===== src/rtl/program_loader.sv =====
// program_loader: boot-time UART byte stream to instruction-memory writer
//   clk, rst_n (async active-low) | rx_valid, rx_data: incoming bytes, no backpressure
//   we, addr, dout: instruction-memory write port, one pulse per assembled word
//   busy: load in progress | done: all words written | err: header over MAX_WORDS
//   csum: modulo-2^32 sum of all words written
module program_loader #(
  parameter logic [31:0] ADDR_BASE = 32'h0,
  parameter int MAX_WORDS = 4096
) (
  input  logic        clk,
  input  logic        rst_n,
  input  logic        rx_valid,
  input  logic [7:0]  rx_data,
  output logic        we,
  output logic [31:0] addr,
  output logic [31:0] dout,
  output logic        busy,
  output logic        done,
  output logic        err,
  output logic [31:0] csum
);
  localparam int IW = $clog2(MAX_WORDS) + 1;
  typedef enum logic [2:0] {IDLE, LEN, DATA, DONE, ERR} state_t;
  state_t state, state_nx;
  logic [1:0] b;
  logic [23:0] sh;
  logic [31:0] full;
  logic [IW-1:0] nw, i;
  logic take, last;
  // Header and data bytes share one little-endian shifter: after three bytes
  // it holds bits [23:0], and the fourth byte completes the 32-bit value.
  assign full = {rx_data, sh};
  assign take = rx_valid && (state == IDLE || state == LEN || state == DATA);
  assign last = rx_valid && b == 2'd3;
  assign busy = state == LEN || state == DATA;
  assign done = state == DONE;
  assign err = state == ERR;
  always_ff @(posedge clk or negedge rst_n)
    if (!rst_n) state <= IDLE;
    else state <= state_nx;
  always_comb begin
    state_nx = state;
    case (state)
      IDLE: state_nx = rx_valid ? LEN : IDLE;
      LEN:  state_nx = !last ? LEN : full == 32'd0 ? DONE : full > 32'(MAX_WORDS) ? ERR : DATA;
      DATA: state_nx = last && i + 1'b1 == nw ? DONE : DATA;
      default: state_nx = state;
    endcase
  end
  always_ff @(posedge clk or negedge rst_n) begin
    if (!rst_n) begin
      b <= 2'd0;
      sh <= 24'd0;
      nw <= '0;
      i <= '0;
      we <= 1'b0;
      addr <= ADDR_BASE;
      dout <= 32'd0;
      csum <= 32'd0;
    end else begin
      we <= 1'b0;
      if (we) csum <= csum + dout;
      if (take) begin
        sh <= {rx_data, sh[23:8]};
        b <= b + 2'd1;
        if (state == LEN && last) begin
          nw <= full[IW-1:0];
          i <= '0;
        end
        if (state == DATA && last) begin
          we <= 1'b1;
          addr <= ADDR_BASE + (32'(i) << 2);
          dout <= full;
          i <= i + 1'b1;
        end
      end
    end
  end
endmodule


===== config.mk =====
export PLATFORM = sky130hd
export DESIGN_NAME = program_loader
export DESIGN_NICKNAME = d
export VERILOG_FILES = /design/src/rtl/program_loader.sv
export SDC_FILE = /design/constraint.sdc
export NUM_CORES = 1
export LEC_CHECK = 0
export CORE_MARGIN = 3
export CORE_UTILIZATION = 32
export DETAILED_ROUTE_END_ITERATION = 8
export HOLD_SLACK_MARGIN = 0.02
export SLEW_MARGIN = 20
export SYNTH_ARGS = -nofsm -noshare
export SYNTH_HDL_FRONTEND = slang
export SYNTH_SLANG_ARGS = --single-unit

===== constraint.sdc =====
create_clock -name clk -period 6.25 [get_ports clk]
set_input_delay 1.25 -clock clk [delete_from_list [all_inputs] [get_ports clk]]
set_output_delay 1.25 -clock clk [all_outputs]
set_load 0.1 [all_outputs]

==> summary.md <==
| Metric | Value |
|---|---|
| Worst-Skew Late Latency | `~0.42 ns` |
| Post-synthesis sequential area ratio | `0.4562` |
| Initial antenna violation count | `0` |
| Final Cell Area | `between 0.009 and 0.01 mm2` |
| Status | `completed` |
| Top_reg_cell synth | `dfrtp_1` |
| RR Startpoint | `dout[0]` |
| Gr ovfl total | `0` |
| Drt drc | `0` |
| # IOs | `111` |
| First-pass iteration count of the detailed router | `6` |
| EDFF count, synth | `0` |
| Crit-path cells | `nor3b_1, clkdlybuf4s50_1` |
| Layout cells sized above 1 | `0.1204` |
| Final hold vios | `0` |
| FP Rows | `54` |
| Vias in the first global route | `between 5000 and 6000` |
| Root buffer cell | `clkbuf_16` |
| Final setup viols | `0` |
| Num CTS Buffers | `17` |
| Setup WS pre-CTS | `2.261 ns` |
| Core Footprint | `0.02209 mm2` |
| Hold Crit Class | `flop to flop` |
| Max IR drop VDD | `0.1840 mV` |
| P&R area growth vs syn | `23.75%` |
| Remaining antenna violation count | `0` |
| Worst setup SP type | `flop` |
| Die height | `157.0 um` |
| Synthesized area per cell | `approximately 10 um2` |
| Yosys cell types | `63` |
| Slew headroom | `0.3398` |
| Critical Path Fanout Max | `6` |
| Routed WL per cell | `15.92 um` |
| Vias | `5640` |
| Arr. time, crit path | `about 2.5 ns` |
| DP Area | `0.008397 mm2` |
| Worst R2R Path Depth | `10` |
| 1st-iter DRT viols | `270` |
| Warnings from Yosys | `0` |
| CP endpoint kind | `primary output` |
| Ys async rst share | `1.000` |
| Htree depth | `4` |
| Area share of the largest cell type after synthesis | `0.4562` |
| Clock skew | `0.01094 ns` |
| Hold depth | `2` |
| Die Wd | `~160 um` |
| Tmin final | `approximately 3.7 ns` |
| CTS tree | `built` |
| RD Place Congestion | `between 0.8 and 0.9` |
| Fmax | `~270 MHz` |
| WL met2 | `8044 um` |
| Hold buffers post-CTS | `0` |
| Hpwl dp | `12650 um` |
| Met3 wire len | `between 600 and 700 um` |
| Setup TNS | `0 ns` |
| Hold_sp | `addr[8]` |
| Max-cap violation count | `0` |
| GRT Overall Usage | `0.1475` |
| Slew @ Worst Pin | `~1 ns` |
| Total Wirelength | `about 18000 um` |
| Largest area contributor in the netlist | `dfrtp_1` |
| Worst-path clk slew | `0.07 ns` |
| Worst Path Buf+Inv | `1` |
| Min-Delay Endpoint | `addr[8]` |
| CP required | `5.00 ns` |
| Mapped Area | `0.007296 mm2` |
| Global-route wire length before repair | `29060 um` |
| Crit path depth | `2` |
| RSZ-0062 raised after global routing | `no` |
| Final worst slack | `2.532 ns` |
| Reg2reg end | `csum[28]` |
| CP max stage delay | `1.21 ns` |
| Pwr/cell area | `306.5 mW/mm2` |
| DR vias/cell | `5.004` |
| Util after Layout | `0.4087` |
| Leakage | `between 4 and 5 nW` |
| Die area | `0.02465 mm2` |
| Clk sinks | `133` |
| Part of the cycle the worst path needs | `0.5949` |
| Number of port buffers | `between 90 and 100` |
| Critical path type | `flop to primary output` |
| CP top delay family | `buffers and inverters` |
| Postcts setup bufs | `0` |
| Slew Limit Fails | `0` |
| Largest net degree at the start of global routing | `just over 80` |
| Cells after Synth | `751` |
| Starting Density | `0.3302` |
| Synth Register Bits | `around 130` |
| Top routing layer used | `met4` |
| Post-CTS Resized | `0` |
| WL met1 | `around 9000 um` |
| Clock Tree Buf Depth | `2` |
| Flop2flop setup slack | `~3.3 ns` |
| Antenna Cells | `0` |
| Final nets | `879` |
| Top post-synthesis cells by area | `dfrtp_1, nand2_1, mux2_2, ha_1, xnor2_1` |
| Crit-path slowest cell | `clkdlybuf4s50_1` |
[cell families after synthesis]
| logic type | after synthesis | share of synthesized area |
|---|---|---|
| DFF | 133 | 0.4562 |
| adders and majority gates | 34 | 0.05934 |
| other | 1 | 0.0005140 |
| muxes | 54 | 0.08335 |
| buffers and inverters | 59 | 0.04082 |
| AOI/OAI and AO/OA | 149 | 0.1372 |
| and+or+nand+nor | 278 | 0.1710 |
| xor gates and xnor gates | 43 | 0.05162 |
[synth_stat cells (all sizes together) (3+ instances only)]
library cell  instances
nand2               173
dfrtp               133
mux2                 54
o21ai                38
ha                   33
nor2                 31
a21oi                30
xnor2                28
buf                  27
a21o                 26
clkbuf               22
xor2                 15
and3                 11
inv                  10
nor4                 10
nand3                 8
nand4                 7
nor3                  7
a31oi                 6
nand3b                6
nor2b                 6
o211ai                6
o31ai                 6
a211oi                4
a22o                  4
or3                   4
and2                  3
nor3b                 3
o21a                  3
o21bai                3
[where the power goes]
group          switching, W  internal (W)  total (W)
sequential         0.000179       0.00101    0.00119
clock              0.000399      0.000671    0.00107
combinational      0.000281      0.000226   0.000507
[state kept, by name (all words and copies together) (netlist names)]
signal  cells
addr       13
sh         24
state       3
we          1
b           2
nw         13
i          13
dout       32
csum       32
[layer usage]
| metal | up-vias | track usage |
|---|---|---|
| met3 | 19 | 0.03464 |
| met4 | 0 | 0.04127 |
| li1 | 2774 | - |
| met5 | - | 0 |
| met1 | 2728 | 0.2127 |
| met2 | 119 | 0.2220 |
[worst max-delay path by stage]
stage	from	end	slack, ns
after floorplan	state[1]	err	2.35
after global placement	rx_valid	state[0]	2.30
after detailed placement	rx_valid	state[0]	2.26
after CTS	state[1]	err	2.51
after global routing	state[1]	err	2.49
final	state[1]	err	2.53
[worst register-to-register path, delay by kind of cell (launching register included)]
family          cells  cell delay (ns)
compound gates      8             1.75
fa+ha+maj           2             0.67
flops               1             0.41
[final cells by class]
cell class | instances | area (um2)
Multi-Input combinational cell | 577 | 3742
Clock inverter | 15 | 202.7
Clock buffer | 17 | 425.4
Inverter | 10 | 37.54
Sequential cell | 133 | 3328
Tap cell | 280 | 350.3
Timing Repair Buffer | 95 | 942.2
Fill cell | 2146 | 13070
[per-stage QoR]
step                total power, W  hold WS (ns)  instances
CTS                       0.002796        0.4794       1127
global route              0.002897        0.4984       1127
global placement          0.001702        0.4649       1095
floorplan                 0.001555        0.4528        769
detailed placement        0.001710        0.4626       1095
finish                    0.002767        0.4754       1127
[layout by cell type, fill, tap and decap left out, types with 11 or more instances in the layout]
cell and instances:
clkdlybuf4s50_1 90, and3_1 11, mux2_2 54, xor2_1 15, ha_1 33, nor2_1 30
nand2_1 173, xnor2_1 28, clkbuf_16 17, o21ai_0 33, dfrtp_1 133, a21oi_1 30
a21o_1 26, conb_1 19
No activity file was read; power rests on OpenSTA's default activity.
